File: config.mk
export PLATFORM = sky130hd
export DESIGN_NAME = spi_slave_rx
export DESIGN_NICKNAME = d
export VERILOG_FILES = /design/src/rtl/spi_slave_rx.sv
export SDC_FILE = /design/constraint.sdc
export NUM_CORES = 1
export LEC_CHECK = 0
export BUFFER_PORTS_ARGS = -buffer_cell sky130_fd_sc_hd__buf_2
export CAP_MARGIN = 0
export CORE_UTILIZATION = 48
export CTS_BUF_LIST = sky130_fd_sc_hd__clkbuf_8
export DETAILED_ROUTE_END_ITERATION = 12
export GPL_TIMING_DRIVEN = 0
export PLACE_DENSITY = 0.67
export SETUP_SLACK_MARGIN = 0.3
export SYNTH_ARGS = -nofsm -noshare
export SYNTH_HDL_FRONTEND = slang
export SYNTH_SLANG_ARGS = --single-unit
File: constraint.sdc
create_clock -name clk -period 1.8 [get_ports clk]
set_input_delay 0.36 -clock clk [delete_from_list [all_inputs] [get_ports clk]]
set_output_delay 0.36 -clock clk [all_outputs]
set_load 0.01 [all_outputs]
File: src/rtl/spi_slave_rx.sv
// spi_slave_rx: SPI mode-0 slave receiver with valid/ack handshake; optional frame timeout under `SPI_RX_TIMEOUT_EN
module spi_slave_rx #(
    parameter int          DATA_WIDTH = 8,
    parameter logic [15:0] TIMEOUT_MS = 16'd10
) (
    input  logic                  clk,
    input  logic                  reset_n,
    input  logic                  clk_1kHz,
    input  logic                  sel_aktiv,
    input  logic                  spi_cs,
    input  logic                  spi_clk,
    input  logic                  spi_mosi,
    output logic [DATA_WIDTH-1:0] data_out,
    output logic                  data_valid,
    input  logic                  data_ack,
    output logic                  frame_err,
    output logic                  overrun,
    output logic                  busy
);
    localparam int CW = $clog2(DATA_WIDTH);

    typedef enum logic [1:0] {IDLE, SHIFT, HOLD} state_t;

    state_t                state_q, state_d;
    logic [1:0]            cs_q, mosi_q;
    logic [2:0]            sclk_q;
    logic [CW-1:0]         cnt_q, cnt_d;
    logic [DATA_WIDTH-2:0] shreg_q, shreg_d;
    logic [DATA_WIDTH-1:0] dout_q, dout_d, word;
    logic                  valid_q, valid_d, ovr_q, ovr_d, ferr_q, ferr_d;
    logic                  cs_s, mosi_s, rise, last;

    assign cs_s   = cs_q[1];
    assign mosi_s = mosi_q[1];
    assign rise   = sclk_q[1] & ~sclk_q[2];
    assign word   = {shreg_q, mosi_s};
    assign last   = cnt_q == CW'(DATA_WIDTH - 1);

`ifdef SPI_RX_TIMEOUT_EN
    logic [2:0]  tick_q;
    logic [15:0] to_q, to_d;
    logic        tick;

    assign tick = tick_q[1] & ~tick_q[2];

    // timebase synchroniser and inactivity counter
    always_ff @(posedge clk or negedge reset_n) begin
        if (!reset_n) begin
            tick_q <= '0;
            to_q   <= '0;
        end else begin
            tick_q <= {tick_q[1:0], clk_1kHz};
            to_q   <= to_d;
        end
    end
`else
    logic unused_cfg;
    assign unused_cfg = clk_1kHz ^ (^TIMEOUT_MS);
`endif

    // input synchronisers and all receiver state
    always_ff @(posedge clk or negedge reset_n) begin
        if (!reset_n) begin
            cs_q    <= 2'b11;
            sclk_q  <= '0;
            mosi_q  <= '0;
            state_q <= IDLE;
            cnt_q   <= '0;
            shreg_q <= '0;
            dout_q  <= '0;
            valid_q <= 1'b0;
            ovr_q   <= 1'b0;
            ferr_q  <= 1'b0;
        end else begin
            cs_q    <= {cs_q[0], spi_cs};
            sclk_q  <= {sclk_q[1:0], spi_clk};
            mosi_q  <= {mosi_q[0], spi_mosi};
            state_q <= state_d;
            cnt_q   <= cnt_d;
            shreg_q <= shreg_d;
            dout_q  <= dout_d;
            valid_q <= valid_d;
            ovr_q   <= ovr_d;
            ferr_q  <= ferr_d;
        end
    end

    // frame FSM: a rise in the cs-release cycle is shifted before the frame closes
    always_comb begin
        state_d = state_q;
        cnt_d   = cnt_q;
        shreg_d = shreg_q;
        dout_d  = dout_q;
        valid_d = valid_q & ~data_ack;
        ovr_d   = ovr_q & ~(valid_q & data_ack);
        ferr_d  = 1'b0;
`ifdef SPI_RX_TIMEOUT_EN
        to_d    = to_q;
`endif
        case (state_q)
            IDLE: begin
                if (!cs_s && !sel_aktiv) begin
                    state_d = SHIFT;
                    cnt_d   = '0;
`ifdef SPI_RX_TIMEOUT_EN
                    to_d    = '0;
`endif
                end
            end
            SHIFT: begin
                if (sel_aktiv) begin
                    state_d = IDLE;
                end else begin
                    if (rise) begin
                        shreg_d = word[DATA_WIDTH-2:0];
                        cnt_d   = last ? '0 : cnt_q + 1'b1;
                        if (last) begin
                            dout_d  = word;
                            valid_d = 1'b1;
                            ovr_d   = ovr_d | (valid_q & ~data_ack);
                        end
                    end
`ifdef SPI_RX_TIMEOUT_EN
                    to_d = rise ? '0 : to_q + 16'(tick);
                    if (!rise && tick && to_q + 16'd1 == TIMEOUT_MS) begin
                        state_d = HOLD;
                        ferr_d  = 1'b1;
                    end
`endif
                    if (cs_s) begin
                        state_d = IDLE;
                        ferr_d  = ferr_d | (cnt_d != '0);
                    end
                end
            end
            default: state_d = cs_s ? IDLE : HOLD;
        endcase
    end

    assign data_out   = dout_q;
    assign data_valid = valid_q;
    assign overrun    = ovr_q;
    assign frame_err  = ferr_q;
    assign busy       = state_q == SHIFT;
endmodule

Word level (Yosys, flattened, before mapping)
Cells that the tools add are included.
{"block": "totals", "wordCells": 58, "regBits": 30, "input_bits": 8, "out_inout_bits": 12}
{"block": "classes", "bitwise": 9, "add_sub_neg": 1, "mux": 23, "reduce_logical": 10, "eq_ne": 5}
{"cell": "$mux 3", "n": 6}
{"cell": "$mux 1", "n": 11}
{"cell": "$mux 2", "n": 4}
{"cell": "$pmux 3 s2", "n": 1}
{"cell": "$reduce_and 3->1", "n": 2}
{"cell": "$and 1x1->1", "n": 4}
{"cell": "$ne 2x2->1 const B", "n": 2}
{"cell": "$not 1->1", "n": 4}
{"cell": "$pmux 2 s2", "n": 1}
{"cell": "$reduce_and 4->1", "n": 1}
{"cell": "$add 3x1->3 const B", "n": 1}
{"cell": "$eq 3x3->1 const B", "n": 1}
{"cell": "$ne 3x2->1 const B", "n": 1}
{"cell": "$reduce_bool 3->1", "n": 1}
{"cell": "$eq 2x1->1 const B", "n": 1}
{"cell": "$logic_not 1->1", "n": 2}
{"cell": "$logic_not 2->1", "n": 1}
{"cell": "$reduce_and 2->1", "n": 1}
{"cell": "$reduce_bool 2->1", "n": 1}
{"cell": "$logic_and 1x1->1", "n": 1}
{"cell": "$or 1x1->1", "n": 1}

Logic depth before layout (Yosys ltp)
Gate-level depths: netlist (run 1).
{"block": "depth", "word_depth": 9, "mapped_depth": 5, "mapped_depth_nobuf": 5}

Worst setup path after synthesis (run 1)
No wires, ideal clock.
{"block": "synth_path", "kind": "flip-flop to flip-flop", "start": "register cnt_q[0]", "end": "register dout_q[0] (netlist: data_out[0])", "synth_period_minus_slack_ns": 1.452, "path_buffers": 1, "arrival_time_ns": 1.327, "required_ns": 1.675, "setup_ns": 0.125, "setup_slack_ns": 0.348, "path_stages_with_launch": 6, "path_cell_list": "dfrtp_1 ha_1 ha_1 and4_4 buf_6 mux2_4"}
{"block": "synth_via", "elab_chain_cells": 2}
{"item": "start, declared", "line_no": "27", "rtl": "logic [CW-1:0] cnt_q, cnt_d;"}
{"item": "start signal, assigned", "line_no": "79", "rtl": "cnt_q <= cnt_d;"}
{"item": "$eq 3x3->1", "line_no": "37", "rtl": "assign last = cnt_q == CW'(DATA_WIDTH - 1);"}
{"item": "$reduce_and 4->1 (no line)"}
{"item": "end signal, assigned", "line_no": "81", "rtl": "dout_q <= dout_d;"}
{"item": "end, declared", "line_no": "29", "rtl": "logic [DATA_WIDTH-1:0] dout_q, dout_d, word;"}
No other way between the ends.
A chain may end at the register's enable or synchronous reset.

Worst setup path after layout (run 1)
{"block": "layout_path", "start": "register cnt_q[1]", "end": "register dout_q[6] (netlist: data_out[6])"}
Same word-level chain as after synthesis.

==> results of run 1 <==
[metal layers]
layer | vias to the layer above | GRT usage, % | part of all wire (%)
met4 | 0 | 14.9 | 3.2
met1 | 324 | 20.2 | 48
li1 | 316 | - | -
met3 | 7 | 6.14 | 5.4
met2 | 19 | 24.4 | 43
met5 | - | 0 | 0
[what timing repair did]
item	CTS	global route
gates resized for setup	2	3
setup endpoints to repair	8	8
gates cloned	0	1
hold endpoints to repair	0	0
setup buffers	2	1
[per-stage QoR]
step | worst slack [ps] | utilization [%]
finish | 318 | 64.9
global route | 261 | 64.9
CTS | 317 | 62.7
floorplan | 348 | -
detailed placement | 261 | 58.1
global placement | 276 | 58.1
[cell usage in the layout (no fill, tap or decap), drive strengths merged, types with 2 or more instances in the layout]
cell type / count
dfrtp: 28
buf: 23
mux2: 15
clkbuf: 6
nor2: 4
a22o: 3
nor3: 2
nand2: 2
inv: 2
clkinv: 2
dfstp: 2
nor2b: 2
ha: 2
[flip-flops by register name, indices dropped and copies added, names as in the netlist]
name / flops
cs_q: 2
sclk_q: 3
overrun: 1
mosi_q: 2
frame_err: 1
state_q: 2
shreg_q: 7
data_valid: 1
data_out: 8
cnt_q: 3
[layout make-up]
| type | count | area [um2] |
|---|---|---|
| tap | 28 | 35.0 |
| timing repair buffer | 22 | 138 |
| fill | 161 | 800 |
| sequential | 30 | 753 |
| buffer | 2 | 40.0 |
| clock inverter | 3 | 13.8 |
| inverter | 1 | 3.75 |
| clock buffer | 5 | 68.8 |
| multi-input combinational | 41 | 424 |
[where the power goes]
| group | switching (W) | internal [W] |
|---|---|---|
| registers | 0.0000230 | 0.000708 |
| clock network | 0.000246 | 0.000261 |
| logic | 0.0000346 | 0.0000447 |
[worst max-delay path by stage]
| stage | from | endpoint | slack (ps) | depth (start not counted) |
|---|---|---|---|---|
| 6_report | cnt_q[1] | data_out[6] | 320 | 5 |
| 5_1_grt | cnt_q[1] | data_out[5] | 260 | 5 |
| 4_1_cts | cnt_q[1] | data_out[2] | 320 | 5 |
| 3_5_place_dp | cnt_q[0] | data_out[3] | 260 | 5 |
| 3_3_place_gp | cnt_q[0] | data_out[2] | 280 | 5 |
| 2_1_floorplan | cnt_q[0] | data_out[0] | 350 | 5 |
[kinds of logic after synthesis]
group                    share of synthesized area, %
AO/OA/AOI/OAI                                    4.91
adder cells (fa/ha/maj)                          2.09
buffers and inverters                            2.93
flip-flops                                       62.9
multiplexers                                     18.2
AND/OR/NAND/NOR                                  8.99
==> impl_metrics.json, run 1 <==
{
  "outcome": "finished, final reports clean",
  "clock_latency_ps": 290,
  "hold_slack_ps": 89.9,
  "cts_tree": "yes",
  "start_util_pct": 52.6,
  "fin_crit_sh_pct": 82.3,
  "synthTopCellsByArea": "dfrtp_1 (59%), mux2_4 (16%), dfstp_2 (4.4%), a22o_1 (2.2%), ha_1 (2.1%)",
  "reg2reg_depth": 5,
  "setup_viol": 0,
  "p_leak_nw": 0.767,
  "root_buffer": "clkbuf_8",
  "syn_to_final_growth_pct": 23.3,
  "cap_viol_max_count": 0,
  "grt_setup_unrepaired": "yes",
  "htreeDepth": 2,
  "crit_path_top_delay_cell": "dfrtp_1",
  "tightest_slew_ps": 630,
  "ctsHoldBuffers": 0,
  "ios": 20,
  "dr.pass1.iters": 3,
  "finalCriticalPeriod_ps": 1480,
  "rr_startpoint": "cnt_q[1]",
  "power_density_nw_per_um2": 892,
  "start_kind": "flop",
  "synthFlopType": "dfrtp_1",
  "max-slew-margin-rel_pct": 58.0,
  "drc_errors": 0,
  "finalWirelength_mm": 1.86,
  "required_ps": 1980,
  "core-area_um2": 2280,
  "yosys_warnings": 0,
  "n_antenna_cell": 0,
  "max_clock_freq_mhz": 675,
  "dpl_cell_area_um2": 1320,
  "stdcell_area_um2": 1480,
  "synth_cell_types": 25,
  "yosysMostFrequentCell": "dfrtp_1",
  "cts.sink_count": 30,
  "synth_nets": 84,
  "clk_path_buf_depth": 2,
  "grt_util_all_layers_pct": 17.1,
  "critical_path.cell_chain": "ha_2, ha_4, and4_4, clkbuf_16, mux2_4",
  "regToRegSetupSlack_ps": 320,
  "ys_ff_latch": 30,
  "port-buffer-count": 18,
  "hold_violations": 0,
  "synth_common_cells": "dfrtp_1 (28), mux2_4 (13), nor2_1 (4), a22o_1 (3)",
  "rows": 17,
  "layout.nets": 113,
  "dr.first_iter.drc_count": 2,
  "synth-seq-area-share_pct": 62.9,
  "totalPowerFinal_w": 0.00132,
  "grt_pass1_vias": 675,
  "fp.dieH_um": 51.9,
  "ir_drop_uv": 830,
  "die_area_um2": 2700,
  "clkTransAtPathRegs_ps": 70,
  "crit_family": "flip-flops",
  "antenna_left": 0,
  "wl_per_cell_um": 14.1,
  "synth_edf_count": 0,
  "grt_max_degree": 31,
  "critPathBufInv": 1,
  "min_path_type": "input pin to async pin",
  "via_per_inst": 5.05,
  "max_stage_delay_ps": 370,
  "grt_pass1_wl_mm": 3.04,
  "final-instance-count-excl-fill": 132,
  "critical_path_class": "flop to flop",
  "antenna_found_initial": 0,
  "critPathArrivalTime_ps": 1660,
  "timing.rr.end": "data_out[6]",
  "drive_gt1_share_pct": 51.9,
  "gp_congestion": 0.657,
  "post_synth.cell_area_avg_um2": 16.2,
  "synth.top_cell.area_share_pct": 58.5,
  "grt-ovfl-total": 0,
  "die_w_um": 51.9,
  "synth_async_sr_flop_share_pct": 100,
  "cts_inserted_buffers": 5,
  "synth_top_area_cell": "dfrtp_1",
  "critPathMaxFanout": 4,
  "vias": 666,
  "dpl.hpwl_mm": 1.17,
  "tns_ps": 0,
  "finClkSkew_ps": 10.3,
  "maxSlewViolCount": 0,
  "netlist_instances": 74,
  "dp_cells": 120,
  "crit_path_end_kind": "flop",
  "netlist_area_um2": 1200
}
(Power assumes the default switching activity.)
==> inputs of run 2 (changes only) <==
--- a/config.mk
+++ b/config.mk
@@ -11,7 +11,7 @@
 export CTS_BUF_LIST = sky130_fd_sc_hd__clkbuf_8
 export DETAILED_ROUTE_END_ITERATION = 12
 export GPL_TIMING_DRIVEN = 0
-export PLACE_DENSITY = 0.67
+export PLACE_DENSITY = 0.69
 export SETUP_SLACK_MARGIN = 0.3
 export SYNTH_ARGS = -nofsm -noshare
 export SYNTH_HDL_FRONTEND = slang
==> constraint.sdc (replaced) <==
create_clock -name clk -period 1.3 [get_ports clk]
set_input_delay 0.26 -clock clk [delete_from_list [all_inputs] [get_ports clk]]
set_output_delay 0.26 -clock clk [all_outputs]
set_load 0.01 [all_outputs]
==> impl_metrics.json, run 2 (synthesis results as in run 1) <==
{
  "crit_family": "flip-flops",
  "failed_checks": "setup timing",
  "p_clk_share_pct": 39.7,
  "rows": 17,
  "max-slew-margin-rel_pct": 57.6,
  "required_ps": 1460,
  "ios": 20,
  "sequentialPowerShare_pct": 53.8,
  "cts_tree": "yes",
  "ir_drop_uv": 950,
  "fin_crit_sh_pct": 112,
  "cap_viol_max_count": 0,
  "p_leak_nw": 0.840,
  "clkTransAtPathRegs_ps": 60,
  "fp.dieH_um": 51.9,
  "final-instance-count-excl-fill": 144,
  "die_w_um": 51.9,
  "dpl.hpwl_mm": 1.20,
  "final_common_cell": "dfrtp_1",
  "dr.first_iter.drc_count": 5,
  "stdcell_area_um2": 1580,
  "grt_pass1_vias": 716,
  "grt-ovfl-total": 0,
  "clk_path_buf_depth": 2,
  "dr.pass1.iters": 3,
  "power_frac_comb_pct": 6.5,
  "critical_path_class": "flop to flop",
  "grt_pass1_wl_mm": 3.34,
  "setup_viol": 15,
  "core-area_um2": 2280,
  "antenna_found_initial": 0,
  "max_clock_freq_mhz": 687,
  "root_buffer": "clkbuf_8",
  "syn_to_final_growth_pct": 31.8,
  "cts.sink_count": 30,
  "cts_inserted_buffers": 5,
  "p_switching_w": 0.000413,
  "via_per_inst": 4.97,
  "start_util_pct": 52.6,
  "dpl_cell_area_um2": 1340,
  "grt_setup_unrepaired": "yes",
  "tightest_slew_ps": 637,
  "dp_cells": 120,
  "critical_path.cell_chain": "ha_2, ha_4, and4_4, buf_12, mux2_4",
  "start_kind": "flop",
  "nFillCells": 153,
  "htreeDepth": 2,
  "hold_violations": 0,
  "drive_gt1_share_pct": 57.8,
  "largest_register_ff_count": 8,
  "finalWirelength_mm": 1.95,
  "ctsHoldBuffers": 0,
  "gp_congestion": 0.648,
  "crit_path_end_kind": "flop",
  "layout.nets": 125,
  "swShare_pct": 21.9,
  "finalCriticalPeriod_ps": 1450,
  "crit_path_top_delay_cell": "dfrtp_1",
  "critPathArrivalTime_ps": 1610,
  "port-buffer-count": 18,
  "max_stage_delay_ps": 360,
  "grt_max_degree": 31,
  "grt_util_all_layers_pct": 18.4,
  "vias": 715,
  "antenna_left": 0,
  "critPathMaxFanout": 10,
  "finClkSkew_ps": 5.97,
  "layout_setup_ws_ps": -155,
  "min_path_type": "input pin to async pin",
  "power_density_nw_per_um2": 1190,
  "outcome": "finished with violations",
  "wl_per_cell_um": 13.5,
  "die_area_um2": 2700,
  "drc_errors": 0,
  "critPathBufInv": 1,
  "clock_latency_ps": 280,
  "maxSlewViolCount": 0,
  "intPower_w": 0.00147,
  "n_antenna_cell": 0,
  "mostFrequentLayoutCells": "dfrtp_1 (28), buf_2 (18), mux2_4 (15), buf_4 (15), clkbuf_8 (6)"
}
==> run 2: power by group through the flow <==
| stage | Combinational [W] | Sequential (W) | Clock (W) |
|---|---|---|---|
| 3_5_place_dp | 0.000104 | 0.00103 | 0 |
| 5_1_grt | 0.000137 | 0.00102 | 0.000806 |
| 2_1_floorplan | 0.0000664 | 0.00102 | 0 |
| 4_1_cts | 0.000120 | 0.00101 | 0.000774 |
| 6_report | 0.000123 | 0.00101 | 0.000747 |
| 3_3_place_gp | 0.0000994 | 0.00103 | 0 |
==> run 2: metal layers <==
metal | GRT usage, % | vias to the layer above | wire length (um) | share of wire [%]
li1 | - | 337 | - | -
met1 | 23.4 | 357 | 924 | 47
met2 | 26.3 | 16 | 899 | 46
met3 | 7.02 | 5 | 90 | 4.6
met4 | 10.8 | 0 | 37 | 1.9
met5 | 0 | - | 0 | 0
==> run 2: final cells by class <==
type                            instances  area, um2  share of cell area, %
Inverter                                1       3.75                  0.238
Tap cell                               28       35.0                   2.22
Buffer                                  2       40.0                   2.54
Multi-Input combinational cell         41        440                   27.9
Sequential cell                        30        753                   47.7
Timing Repair Buffer                   34        214                   13.6
Clock inverter                          2       8.76                  0.555
Clock buffer                            6       82.6                   5.23
==> run 2: per-stage QoR <==
stage / setup slack (ps) / TNS, ps / util [%] / hold WS (ps) / total power [W]
2_1_floorplan: -122 / -973 / - / -35.6 / 0.00109
6_report: -155 / -1350 / 69.3 / 3.28 / 0.00188
3_5_place_dp: -203 / -2100 / 58.9 / 323 / 0.00113
4_1_cts: -144 / -1430 / 67.1 / 20.2 / 0.00191
3_3_place_gp: -189 / -1790 / 58.9 / 315 / 0.00113
5_1_grt: -188 / -2120 / 69.3 / 58.8 / 0.00196
==> run 2: path summary, 6_finish.rpt <==
| path | startpoint | endpoint | depth (start not counted) | slack, ps |
|---|---|---|---|---|
| worst max-delay path | cnt_q[1] | data_out[0] | 5 | -150 |
| worst min-delay path | reset_n | shreg_q[5] | 1 | 3 |
| worst max register to register | cnt_q[1] | data_out[0] | 5 | -150 |
| worst min register to register | mosi_q[0] | mosi_q[1] | 0 | 350 |
| max in group asynchronous | reset_n | mosi_q[0] | 1 | 880 |
| min in group clk | spi_cs | cs_q[0] | 1 | 80 |
==> run 2: worst reg2reg max path, stage by stage (launching register included) <==
cell,delay (ps)
dfrtp_1,360
ha_2,200
ha_4,130
and4_4,210
buf_12,140
mux2_4,300
==> run 2: what timing repair did <==
item	CTS	global route
gates cloned	0	0
endpoints found under the setup margin	33	33
buffers inserted	10	6
pin swaps	6	2
gates resized for setup	5	1
